===== config.mk =====
export PLATFORM = sky130hd
export DESIGN_NAME = ram_vector_engine
export DESIGN_NICKNAME = d
export VERILOG_FILES = /design/src/rtl/ram_vec_pkg.sv /design/src/rtl/ram_vec_alu.sv /design/src/rtl/ram_vector_engine.sv
export SDC_FILE = /design/constraint.sdc
export NUM_CORES = 1
export LEC_CHECK = 0
export ABC_AREA = 1
export CAP_MARGIN = 25
export CORE_MARGIN = 3
export CORE_UTILIZATION = 40
export DETAILED_ROUTE_END_ITERATION = 10
export PLACE_DENSITY_LB_ADDON = 0.3
export SLEW_MARGIN = 20
export SYNTH_ARGS = -nofsm -noshare
export SYNTH_HDL_FRONTEND = slang
export SYNTH_SLANG_ARGS = --single-unit
export TNS_END_PERCENT = 100

===== constraint.sdc =====
create_clock -name CLK -period 6.8 [get_ports CLK]
set_input_delay 1.7 -clock CLK [delete_from_list [all_inputs] [get_ports CLK]]
set_output_delay 1.7 -clock CLK [all_outputs]
set_load 0.05 [all_outputs]

===== src/rtl/ram_vec_pkg.sv =====
// Shared encodings and default widths for the RAM vector engine.
package ram_vec_pkg;

  localparam int DATA_W_DEF = 16;
  localparam int ADDR_W_DEF = 6;

  // Element-wise operation selected by the command
  typedef enum logic [1:0] {
    OP_COPY = 2'b00,
    OP_ADD  = 2'b01,
    OP_SUB  = 2'b10,
    OP_XOR  = 2'b11
  } op_e;

  // Command sequencer states
  typedef enum logic [1:0] {
    ST_IDLE  = 2'b00,
    ST_RUN   = 2'b01,
    ST_DRAIN = 2'b10,
    ST_DONE  = 2'b11
  } state_e;

endpackage


===== src/rtl/ram_vec_alu.sv =====
// Combinational element function f(op, a, b); all results wrap modulo 2^DATA_W.
module ram_vec_alu
  import ram_vec_pkg::*;
#(
  parameter int DATA_W = DATA_W_DEF
) (
  input  logic [1:0]        op,
  input  logic [DATA_W-1:0] a,
  input  logic [DATA_W-1:0] b,
  output logic [DATA_W-1:0] result
);

  // Select the element result; SUB is plain two's complement wrap
  always_comb begin
    result = a;
    case (op)
      OP_COPY: result = a;
      OP_ADD:  result = a + b;
      OP_SUB:  result = a - b;
      OP_XOR:  result = a ^ b;
      default: result = a;
    endcase
  end

endmodule


===== src/rtl/ram_vector_engine.sv =====
// Vector command engine driving a 1-write / 2-async-read RAM.
// Handshake: a command is taken on any posedge where start=1 and ready=1;
// start at any other time is dropped. done pulses for one cycle at the end
// of every command that was not cut short by reset.
// Pipeline: element i is read (async) in one cycle, its result registered at
// the following edge, and written to the RAM during the next cycle.
module ram_vector_engine
  import ram_vec_pkg::*;
#(
  parameter int DATA_W = DATA_W_DEF,
  parameter int ADDR_W = ADDR_W_DEF
) (
  input  logic              CLK,
  input  logic              RST,
  input  logic              start,
  output logic              ready,
  output logic              busy,
  output logic              done,
  input  logic [1:0]        op,
  input  logic [ADDR_W-1:0] src_a,
  input  logic [ADDR_W-1:0] src_b,
  input  logic [ADDR_W-1:0] dst,
  input  logic [ADDR_W:0]   len,
  output logic              ram_we,
  output logic [ADDR_W-1:0] ram_waddr,
  output logic [DATA_W-1:0] ram_di,
  output logic [ADDR_W-1:0] ram_addr1,
  output logic [ADDR_W-1:0] ram_addr2,
  input  logic [DATA_W-1:0] ram_do1,
  input  logic [DATA_W-1:0] ram_do2
);

  localparam logic [ADDR_W:0] DEPTH_L = {1'b1, {ADDR_W{1'b0}}};

  state_e              state;
  logic [1:0]          op_r;
  logic [ADDR_W-1:0]   src_a_r;
  logic [ADDR_W-1:0]   src_b_r;
  logic [ADDR_W-1:0]   dst_r;
  logic [ADDR_W:0]     len_r;
  logic [ADDR_W-1:0]   idx;
  logic                wvalid;
  logic [ADDR_W:0]     len_clamped;
  logic                last_elem;
  logic [DATA_W-1:0]   alu_res;

  assign len_clamped = (len > DEPTH_L) ? DEPTH_L : len;
  assign last_elem   = ({1'b0, idx} == (len_r - 1'b1));

  // Read addresses only advance while streaming; parked at 0 otherwise
  assign ram_addr1 = (state == ST_RUN) ? (src_a_r + idx) : '0;
  assign ram_addr2 = (state == ST_RUN) ? (src_b_r + idx) : '0;

  // No RAM write may happen in a cycle where reset is held
  assign ram_we = wvalid & ~RST;

  ram_vec_alu #(.DATA_W(DATA_W)) u_alu (
    .op     (op_r),
    .a      (ram_do1),
    .b      (ram_do2),
    .result (alu_res)
  );

  // Command FSM, element counter and write-stage registers
  always_ff @(posedge CLK) begin
    if (RST) begin
      state     <= ST_IDLE;
      ready     <= 1'b1;
      busy      <= 1'b0;
      done      <= 1'b0;
      op_r      <= '0;
      src_a_r   <= '0;
      src_b_r   <= '0;
      dst_r     <= '0;
      len_r     <= '0;
      idx       <= '0;
      wvalid    <= 1'b0;
      ram_waddr <= '0;
      ram_di    <= '0;
    end else begin
      wvalid <= 1'b0;
      done   <= 1'b0;
      case (state)
        ST_IDLE: begin
          if (start) begin
            op_r    <= op;
            src_a_r <= src_a;
            src_b_r <= src_b;
            dst_r   <= dst;
            len_r   <= len_clamped;
            idx     <= '0;
            ready   <= 1'b0;
            busy    <= 1'b1;
            if (len_clamped == '0) begin
              state <= ST_DONE;
              done  <= 1'b1;
            end else begin
              state <= ST_RUN;
            end
          end
        end
        ST_RUN: begin
          ram_di    <= alu_res;
          ram_waddr <= dst_r + idx;
          wvalid    <= 1'b1;
          if (last_elem) begin
            state <= ST_DRAIN;
          end else begin
            idx <= idx + 1'b1;
          end
        end
        ST_DRAIN: begin
          state <= ST_DONE;
          done  <= 1'b1;
        end
        ST_DONE: begin
          state <= ST_IDLE;
          ready <= 1'b1;
          busy  <= 1'b0;
        end
        default: begin
          state <= ST_IDLE;
          ready <= 1'b1;
          busy  <= 1'b0;
        end
      endcase
    end
  end

endmodule


* Yosys cells after proc, flatten, opt, wreduce, memory -nomap -nowiden *
Cells that the tools add are included.

storage, ports and cells
  output and inout bits = 38
  word-level logic and storage cells = 62
  register bits = 61

operators by class
  bitwise logic cells = 3
  multiplexer cells = 19
  $lt $le $gt $ge = 1
  add/subtract/negate cells = 7
  reduce and logical (&&, ||, !) cells = 9
  eq/ne operators = 10

operators by type and width
  operator               number
  $pmux W16 S4           1
  $mux W6                4
  $add A6 B6 Y6          3
  $add A16 B16 Y16       1
  $sub A16 B16 Y16       1
  $xor A16 B16 Y16       1
  $pmux W6 S2            1
  $eq A2 B2 Y1 const B   4
  $pmux W2 S4            1
  $eq A6 B7 Y1           1
  $gt A7 B7 Y1 const B   1
  $logic_not A7 Y1       1
  $mux W7                1
  $sub A7 B1 Y7 const B  1
  $add A6 B1 Y6 const B  1
  $mux W2                3
  $ne A2 B2 Y1 const B   3
  $pmux W1 S2            3
  $reduce_and A2 Y1      3
  $mux W1                5
  $eq A2 B1 Y1 const B   2
  $logic_not A2 Y1       2
  $reduce_bool A2 Y1     2
  $reduce_and A3 Y1      1
  2 further kinds        2

* Depth between registers and ports, before layout *
Gate-level depths: netlist of run 1.

  depth after elaboration = 6
  depth in mapped cells = 23
  mapped depth without buffers = 23

* Modules after synthesis *
Synthesis of run 1 repeated with hierarchy kept, for this count alone.

second synthesis, totals
  cell total of the unflattened synthesis = 780
  area, all modules = 4951.0 um^2

by module, submodules not included
  module             times used  cells an instance  area an instance (um^2)  seq. area each (um^2)
  ram_vector_engine  1           467                3251.9                   1221.2
  ram_vec_alu        1           313                1699.1                   0.0

* Worst setup path before layout of run 1 *
Ideal clock, no wire load.

  kind = input to output
  from = input RST
  to = output ram_we
  required time = 5100 ps
  cell stages on the path = 2
  setup slack = 2534 ps
  arrival = 2566 ps
  path buffers = 1
  cells stage by stage = clkbuf_1 -> nor2_1

on the way
  word-level cells in the longest chain between the ends = 2

ends and longest elaborated chain
  element        RTL line                 RTL
  from (decl)    ram_vector_engine.sv:14  input logic RST,
  $not A1 Y1     ram_vector_engine.sv:55  assign ram_we = wvalid & ~RST;
  $and A1 B1 Y1  ram_vector_engine.sv:55
  to (decl)      ram_vector_engine.sv:24  output logic ram_we,

Every way passes these cells.

* Worst setup path after layout of run 1 *
Ends and elaborated chain as after synthesis.

==> impl_metrics.csv, run 1 <==
group,metric,value,unit
sta,worst_pin_slew,1.00,ns
global_routing,grt_start_max_net_pins,38,
critical_path,crit_top_cell,"clkdlybuf4s50_1",
critical_path,path_cells,"clkdlybuf4s50_1, nor2_1, clkdlybuf4s50_1",
critical_path,crit_type,"in -> out",
critical_path,path_max_fanout,2,
global_routing,grt_pass1_vias,4689,
clocking,postCtsSetupRepairBufs,0,
finish,drive_above_1_share,3.03,%
clocking,cts_resized,0,
clocking,cts.reportedPaths.clkPinSlew,0.05,ns
critical_path,critPathCaptureType,"output port",
critical_path,cp_num_buf_inv,2,
sta,rsz0062_at_grt,"false",
synth,synth.distinct_cells,35,
detailed_routing,drt_iter0_markers,326,
synth,synth-edff-count,0,
global_routing,grt_pass1_wl,22000,um
synth,postSynth.asyncResetShare,0,%
finish,nets,960,
die,floorplan.initialDensity,41.8,%
synth,ys.flop_type,"dfxtp_1",
synth,syn_area,4850,um^2
clocking,clock_path_buffers,2,
sta,drv_slew,0,
die,rows,39,
critical_path,worstSetupStartpointType,"primary input",
clocking,ctsHoldBuffers,0,
min_path,min_path_type,"reg -> reg",
critical_path,slowest_delay,0.80,ns
clocking,clock_sinks,61,
detailed_routing,drcViolationCount,0,
finish,num_antenna_cells,0,
detailed_routing,wl,13400,um
sta,fin_setup_tns,0,ns
detailed_routing,vias,5088,
placed_design,port_buffers,99,
sta,fin_skew,0.00399,ns
clocking,ctsRootBufferMaster,"clkbuf_16",
critical_path,slowest_stage,"clkdlybuf4s50_1",
die,dieArea,13500,um^2
power,max-vdd-ir-drop,211,uV
clocking,cts_tree,"built",
clocking,cts_buffers,9,
status,outcome,"completed",
global_routing,grtUsageTotal,20.4,%
sta,finalSetupViolCount,0,
placed_design,place_congestion,0.892,
clocking,clkLatencyLatePin,0.34,ns
power,p_leak,0.00290,uW
synth,synth_warnings,0,
critical_path,required,5.10,ns
power,power.density,301,nW/um^2
detailed_routing,antenna_left,0,
placed_design,preCtsSetupSlack,1.92,ns
synth,syn_nets,873,
sta,slew_headroom,32.9,%
synth,synth.avg_cell_area,6.33,um^2
global_routing,antenna_found_initial,0,
detailed_routing,post_drt_wl_per_cell,13.4,um
placed_design,place_hpwl,9810,um
sta,hold_viol_final,0,
sta,fmax,205,MHz
sta,period_needed,4.88,ns
die,core,11600,um^2
synth,syn_inst,767,
die,die_w,116,um
sta,worst_slack,1.92,ns
clocking,h-tree-depth,3,
detailed_routing,drt-pass1-iter-count,5,
critical_path,path_delay_family,"buffers and inverters",
synth,ys_ff_latch,61,
critical_path,crit_arrival,3.18,ns
flow_run,drv_cap,0,
detailed_routing,viasPerCell,5.08,
finish,area_delta_synth_final,27.9,%
global_routing,overflow,0,
power,power.total,1870,uW
die,die_h,116,um
die,io-pin-count,100,
sta,min_period_over_period,71.7,%
synth,yosysSeqAreaShare,25.2,%
cells in the mapped netlist (3+ instances only):
cell | number | area share (%)
nor2_1 | 105 | 8.1
a31oi_1 | 3 | 0.39
nor3_1 | 3 | 0.31
inv_1 | 98 | 7.6
a21o_1 | 3 | 0.46
a21oi_1 | 86 | 8.9
ha_1 | 40 | 10
nand2_1 | 163 | 13
nor2_2 | 3 | 0.39
dfxtp_1 | 61 | 25
nand3_1 | 34 | 3.5
xnor2_1 | 8 | 1.4
fa_1 | 4 | 1.7
nand4_1 | 8 | 1.0
xor2_1 | 24 | 4.3
clkbuf_1 | 19 | 1.5
o21ai_0 | 80 | 8.3
power breakdown:
part / internal [uW] / total [uW] / switching, uW
logic: 316 / 928 / 612
clock network: 284 / 459 / 175
registers: 429 / 481 / 52.0
total: 1030 / 1870 / 839
worst reg2reg max path: cells and delay by family, from the launching register on:
family / cells / cell delay, ns
fa+ha+maj: 2 / 0.77
flops: 1 / 0.31
compound gates: 6 / 0.92
simple gates: 5 / 0.35
buf+inv: 2 / 0.49
xor+xnor: 1 / 0.17
state kept, by name, summed over array words and instances (netlist names), 2 cells and up:
register	flops
op_r	2
ram_waddr	6
src_a_r	6
state	2
ram_di	16
idx	6
dst_r	6
src_b_r	6
len_r	7
layout by cell type, fill, tap and decap left out, types with 3 or more instances in the layout:
master / count
nand3_1: 34
clkdlybuf4s50_1: 99
ha_1: 40
nand2_1: 163
nor3_1: 3
clkbuf_16: 9
o21ai_0: 80
nor2_2: 3
a21oi_1: 86
a31oi_1: 3
xnor2_1: 8
nor2_1: 105
nand4_1: 8
a21o_1: 3
xor2_1: 24
inv_1: 98
dfxtp_1: 61
clkinv_2: 3
fa_1: 4
per-layer routing:
layer	track usage (%)	vias up	share of wire, %
li1	-	2673	-
met1	27.8	2254	49
met2	32.7	145	44
met3	3.21	16	5.2
met4	7.58	0	1.7
met5	0	-	0
per-stage QoR:
stage / hold WS [ns] / cells / instance area (um^2) / utilization (%)
3_3_place_gp: 0.453 / 986 / 5910 / 50.9
6_report: 0.463 / 1002 / 6200 / 53.4
5_1_grt: 0.485 / 1002 / 6200 / 53.4
3_5_place_dp: 0.458 / 986 / 5910 / 50.9
4_1_cts: 0.467 / 1002 / 6200 / 53.4
2_1_floorplan: 0.456 / 767 / 4850 / -
cells by family (layout without fill, tap and decap cells):
kind of cell               count (synthesis)  in the layout  synth area share (%)
adders and majority gates                 44             44                  12.0
and+or+nand+nor                          323            323                  27.2
AOI/OAI and AO/OA                        182            182                  19.6
DFF                                       61             61                  25.2
xor gates and xnor gates                  32             32                  5.78
buffers and inverters                    125            217                  10.3
layout make-up:
class,count,area [um^2]
multi-input cells,581,3130
clock inverters,6,62.6
well taps,143,179
flip-flops and latches,61,1220
inverters,100,375
repair buffers,101,1010
clock buffers,10,229
fillers,1208,5410
path summary, 6_finish.rpt:
check / startpoint / endpoint / slack, ns / cells past startpoint
setup / recovery: RST / ram_we / 1.92 / 3
hold / removal: ram_di[12]$_SDFFE_PP0P_ / ram_di[12]$_SDFFE_PP0P_ / 0.46 / 2
setup reg to reg: op_r[0]$_SDFFE_PP0P_ / ram_di[14]$_SDFFE_PP0P_ / 3.72 / 16
hold reg to reg: ram_di[12]$_SDFFE_PP0P_ / ram_di[12]$_SDFFE_PP0P_ / 0.46 / 2
No activity file was read; power rests on OpenSTA's default activity.
==> inputs of run 2 (changes only) <==
clock period = 4.2 ns   (was 6.8 ns; I/O delays follow)
==> run 2 against run 1 <==
Against the previous run:
- sequential cell count did not move
- sequential share of layout area shrank 0.15 points
- via count increased by 0.49%
- total power grew 64%
- non-clock buffer count is 5 higher
- wire length increased by 1.9%
- count of clock-buffer cells in the layout increased by 1
- register-to-register slack got worse by 2.7 ns
- clock power grew 62%
- die area unchanged
- setup slack worse by 1.6 ns
- critical path type is now reg -> out
- largest cell class unchanged
==> impl_metrics.csv, run 2 (synthesis results as in run 1) <==
group,metric,value,unit
die,floorplan.initialDensity,41.8,%
critical_path,critPathCaptureType,"output port",
critical_path,crit_arrival,2.87,ns
finish,mostFrequentLayoutCell,"nand2_1",
power,power.density,489,nW/um^2
status,outcome,"completed",
placed_design,place_hpwl,10200,um
detailed_routing,wl,13700,um
clocking,clkLatencyLatePin,0.34,ns
clocking,ctsRootBufferMaster,"clkbuf_16",
finish,num_antenna_cells,0,
global_routing,grtUsageTotal,21.1,%
finish,nets,965,
clocking,clock_path_buffers,2,
die,die_w,116,um
detailed_routing,antenna_left,0,
detailed_routing,drt-pass1-iter-count,5,
finish,top_regs,"ram_di: 16 flops, len_r: 7 flops",
sta,hold_ws,0.464,ns
critical_path,crit_type,"reg -> out",
sta,min_period_over_period,93.2,%
sta,finalSetupViolCount,0,
critical_path,required,3.15,ns
finish,fin_area,6250,um^2
finish,fillers,1158,
finish,area_delta_synth_final,28.9,%
sta,slew_headroom,45.1,%
placed_design,place_congestion,0.902,
power,power.total,3060,uW
power,max-vdd-ir-drop,405,uV
sta,period_needed,3.92,ns
placed_design,port_buffers,99,
finish,final_core_util,53.8,%
die,rows,39,
sta,rsz0062_at_grt,"false",
critical_path,worstSetupStartpointType,"flip-flop",
finish,top_register,"ram_di",
critical_path,r2r_start,"op_r[0]$_SDFFE_PP0P_",
finish,drive_above_1_share,3.59,%
clocking,ctsHoldBuffers,0,
detailed_routing,viasPerCell,5.08,
min_path,hold_depth,2,
min_path,hold_end,"busy$_SDFFE_PP0P_",
sta,fin_skew,0.00695,ns
sta,fin_setup_tns,0,ns
clocking,cts_buffers,9,
global_routing,antenna_found_initial,0,
sta,worst_pin_slew,0.822,ns
die,core,11600,um^2
detailed_routing,post_drt_wl_per_cell,13.6,um
critical_path,r2r_cells,18,
clocking,h-tree-depth,3,
global_routing,grt_pass1_vias,4734,
placed_design,dpl-instance-area,5960,um^2
critical_path,r2r_slack,1.00,ns
clocking,clock_sinks,61,
min_path,min_path_type,"reg -> reg",
sta,drv_slew,0,
min_path,min_from,"busy$_SDFFE_PP0P_",
critical_path,path_max_fanout,10,
finish,largest_register_ffs,16,
sta,hold_viol_final,0,
clocking,postCtsSetupRepairBufs,0,
die,die_h,116,um
detailed_routing,drt_iter0_markers,285,
sta,fmax,255,MHz
critical_path,reg2reg_to,"ram_di[11]$_SDFFE_PP0P_",
global_routing,grt_pass1_wl,22400,um
die,dieArea,13500,um^2
detailed_routing,vias,5113,
global_routing,grt_start_max_net_pins,36,
detailed_routing,drcViolationCount,0,
power,p_leak,0.00293,uW
clocking,cts_resized,0,
global_routing,overflow,0,
clocking,cts_tree,"built",
clocking,cts.reportedPaths.clkPinSlew,0.05,ns
die,io-pin-count,100,
flow_run,drv_cap,0,
finish,layout_common_cells,"nand2_1, nor2_1, inv_1, clkdlybuf4s50_1, a21oi_1",
==> run 2: changes by cell type in the layout (fill, tap and decap cells not counted), sizes merged <==
cell           before  now
clkdlybuf4s50      99   98
buf                 2    8
inv               100   99
clkinv              5    4
clkbuf             10   11
==> run 2: final cells by class <==
class,count,area [um^2],area share (%)
Multi-Input combinational cell,581,3130,50.1
Sequential cell,61,1220,19.5
Timing Repair Buffer,106,1050,16.9
Inverter,100,375,6.00
Clock buffer,11,243,3.88
Tap cell,143,179,2.86
Clock inverter,4,48.8,0.780
==> run 2: per-stage QoR <==
step                      cells  setup WS, ns
after floorplan             767         0.988
after global placement      991         0.216
after detailed placement    991         0.169
after CTS                  1006         0.276
after global routing       1006         0.115
final                      1006         0.284
==> run 2: worst max path at each step <==
stage | depth (start not counted) | slack (ns) | start | to
6_report | 7 | 0.28 | idx[1]$_SDFFE_PP0P_ | ram_addr2[5]
5_1_grt | 19 | 0.11 | ram_do2[1] | ram_di[13]$_SDFFE_PP0P_
4_1_cts | 7 | 0.28 | idx[1]$_SDFFE_PP0P_ | ram_addr2[5]
3_5_place_dp | 19 | 0.17 | ram_do2[1] | ram_di[13]$_SDFFE_PP0P_
3_3_place_gp | 19 | 0.22 | ram_do2[0] | ram_di[13]$_SDFFE_PP0P_
2_1_floorplan | 19 | 0.99 | ram_do2[1] | ram_di[13]$_SDFFE_PP0P_
==> run 2: critical path: stages, from the launching register on <==
cell and delay, ns:
dfxtp_1 0.64, ha_1 0.33, a31oi_1 0.21, o21ai_0 0.13
a21oi_1 0.16, xor2_1 0.09, nor2_1 0.14, clkdlybuf4s50_1 0.83
==> run 2: routing by layer <==
layer / up-vias / routed length [um] / share of wire [%] / track usage (%)
met4: 0 / 250 / 1.8 / 7.19
met1: 2259 / 6660 / 49 / 28.6
met2: 150 / 5980 / 44 / 32.8
met5: - / 0 / 0 / 0
met3: 23 / 780 / 5.7 / 5.18
li1: 2681 / - / - / -
==> run 2: report_power, final <==
| group | switching [uW] | total (uW) | internal, uW |
|---|---|---|---|
| clock | 273 | 744 | 471 |
| sequential | 76.4 | 771 | 694 |
| combinational | 1020 | 1550 | 530 |
==> inputs of run 3 (changes only) <==
CORE_ASPECT_RATIO = 0.8   (was default)
==> run 3 against run 2 <==
Against the previous run:
- clock power increased by 16%
- setup slack improved by 0.072 ns
- wire length increased by 3.3%
- hold slack got worse by 0.0038 ns
- cell count increased by 0.70%
==> impl_metrics.csv, run 3 (synthesis results as in run 1) <==
group,metric,value,unit
placed_design,port_buffers,99,
critical_path,crit_type,"reg -> out",
status,outcome,"completed",
finish,fillers,1179,
finish,fin_cells,1013,
critical_path,r2r_cells,15,
sta,min_period_over_period,91.5,%
detailed_routing,viasPerCell,5.07,
finish,ff_latch_area,1220,um^2
global_routing,overflow,0,
clocking,cts.reportedPaths.clkPinSlew,0.05,ns
detailed_routing,post_drt_wl_per_cell,13.9,um
global_routing,grt_start_max_net_pins,36,
detailed_routing,drcViolationCount,0,
finish,num_antenna_cells,0,
clocking,clock_sinks,61,
sta,rsz0062_at_grt,"false",
flow_run,drv_cap,0,
sta,fmax,260,MHz
sta,fin_setup_tns,0,ns
critical_path,path_cells,"ha_1, a21o_1, a31oi_1, o21ai_0, a21oi_1, xor2_1, nor2_1, clkdlybuf4s50_1",
critical_path,reg2reg_to,"ram_di[14]$_SDFFE_PP0P_",
die,dieArea,13500,um^2
clocking,ctsHoldBuffers,0,
critical_path,critPathCaptureType,"output port",
sta,slew_headroom,37.9,%
placed_design,place_hpwl,10500,um
critical_path,critPathLaunch,"idx[2]$_SDFFE_PP0P_",
detailed_routing,antenna_left,0,
sta,drv_slew,0,
placed_design,place_inst,997,
clocking,cts_tree,"built",
sta,finalSetupViolCount,0,
critical_path,worstSetupStartpointType,"flip-flop",
power,p_leak,0.00296,uW
sta,hold_viol_final,0,
placed_design,place_congestion,0.972,
critical_path,slowest_delay,0.81,ns
finish,mostFrequentLayoutCell,"nand2_1",
finish,nets,966,
critical_path,endpoint,"ram_addr1[5]",
power,power.density,504,nW/um^2
clocking,clkLatencyLatePin,0.33,ns
sta,worst_pin_slew,0.930,ns
clocking,ctsRootBufferMaster,"clkbuf_16",
detailed_routing,drt-pass1-iter-count,5,
die,floorplan.initialDensity,41.5,%
global_routing,grtUsageTotal,21.2,%
detailed_routing,vias,5135,
die,core,11700,um^2
die,io-pin-count,100,
clocking,h-tree-depth,3,
clocking,postCtsSetupRepairBufs,0,
critical_path,crit_arrival,2.79,ns
sta,fin_skew,0.00440,ns
global_routing,grt_pass1_vias,4770,
sta,period_needed,3.84,ns
die,die_w,129,um
min_path,min_path_type,"reg -> reg",
detailed_routing,drt_iter0_markers,325,
critical_path,r2r_start,"op_r[0]$_SDFFE_PP0P_",
critical_path,path_max_fanout,4,
critical_path,path_depth,8,
finish,largest_register_ffs,16,
die,rows,35,
critical_path,cp_num_buf_inv,1,
critical_path,r2r_slack,0.94,ns
finish,layout_common_cells,"nand2_1, nor2_1, inv_1, clkdlybuf4s50_1, a21oi_1",
clocking,clock_path_buffers,2,
critical_path,required,3.15,ns
die,die_h,105,um
power,max-vdd-ir-drop,252,uV
finish,top_register,"ram_di",
finish,top_regs,"ram_di: 16 flops, len_r: 7 flops",
clocking,cts_buffers,9,
finish,area_delta_synth_final,30.2,%
clocking,cts_resized,0,
global_routing,grt_pass1_wl,23200,um
power,power.total,3180,uW
critical_path,path_delay_family,"buffers and inverters",
finish,final_core_util,54.0,%
finish,multi_input_area,3130,um^2
placed_design,preCtsSetupSlack,0.169,ns
detailed_routing,wl,14100,um
finish,drive_above_1_share,3.70,%
critical_path,slowest_stage,"clkdlybuf4s50_1",
sta,worst_slack,0.356,ns
global_routing,antenna_found_initial,0,
run 3: metal layers:
metal	part of all wire [%]	track usage, %
met5	0	0
met4	1.8	6.67
met3	6.9	5.54
met2	39	29.5
met1	53	31.4
run 3: layout make-up:
| type | instances | share of cell area [%] |
|---|---|---|
| inverters | 100 | 5.94 |
| well taps | 148 | 2.93 |
| flip-flops and latches | 61 | 19.3 |
| repair buffers | 107 | 16.8 |
| multi-input cells | 581 | 49.6 |
| clock buffers | 12 | 3.90 |
| clock inverters | 4 | 1.51 |
run 3: worst min-delay path by stage:
| stage | startpoint | end | slack, ns | cells past startpoint |
|---|---|---|---|---|
| 2_1_floorplan | len_r[0]$_SDFFE_PP0P_ | len_r[0]$_SDFFE_PP0P_ | 0.46 | 2 |
| 3_3_place_gp | busy$_SDFFE_PP0P_ | busy$_SDFFE_PP0P_ | 0.45 | 2 |
| 3_5_place_dp | ram_di[10]$_SDFFE_PP0P_ | ram_di[10]$_SDFFE_PP0P_ | 0.45 | 2 |
| 4_1_cts | ram_di[10]$_SDFFE_PP0P_ | ram_di[10]$_SDFFE_PP0P_ | 0.46 | 2 |
| 5_1_grt | ram_di[8]$_SDFFE_PP0P_ | ram_di[8]$_SDFFE_PP0P_ | 0.48 | 2 |
| 6_report | busy$_SDFFE_PP0P_ | busy$_SDFFE_PP0P_ | 0.46 | 2 |
run 3: worst reg2reg max path, stage by stage, from the launching register on:
cell and delay (ns):
dfxtp_1 0.31, inv_1 0.09, ha_1 0.42, clkinv_1 0.42
o31ai_1 0.25, o21ai_0 0.21, xor2_1 0.19, ha_1 0.39
nand2_1 0.10, nor2_1 0.19, nand3_1 0.19, nand3_1 0.13
nand3_1 0.07, nand2_1 0.07, nand2_1 0.04, a21oi_1 0.12
run 3: report_power, final:
group	switching [uW]	total, uW	internal (uW)
sequential	85.4	780	695
clock	265	860	595
combinational	1010	1540	529
total	1360	3180	1820
run 3: stage by stage:
| step | cell area, um^2 | hold WS (ns) |
|---|---|---|
| 3_3_place_gp | 5970 | 0.454 |
| 4_1_cts | 6320 | 0.463 |
| 6_report | 6320 | 0.460 |
| 2_1_floorplan | 4850 | 0.456 |
| 5_1_grt | 6320 | 0.483 |
| 3_5_place_dp | 5970 | 0.455 |
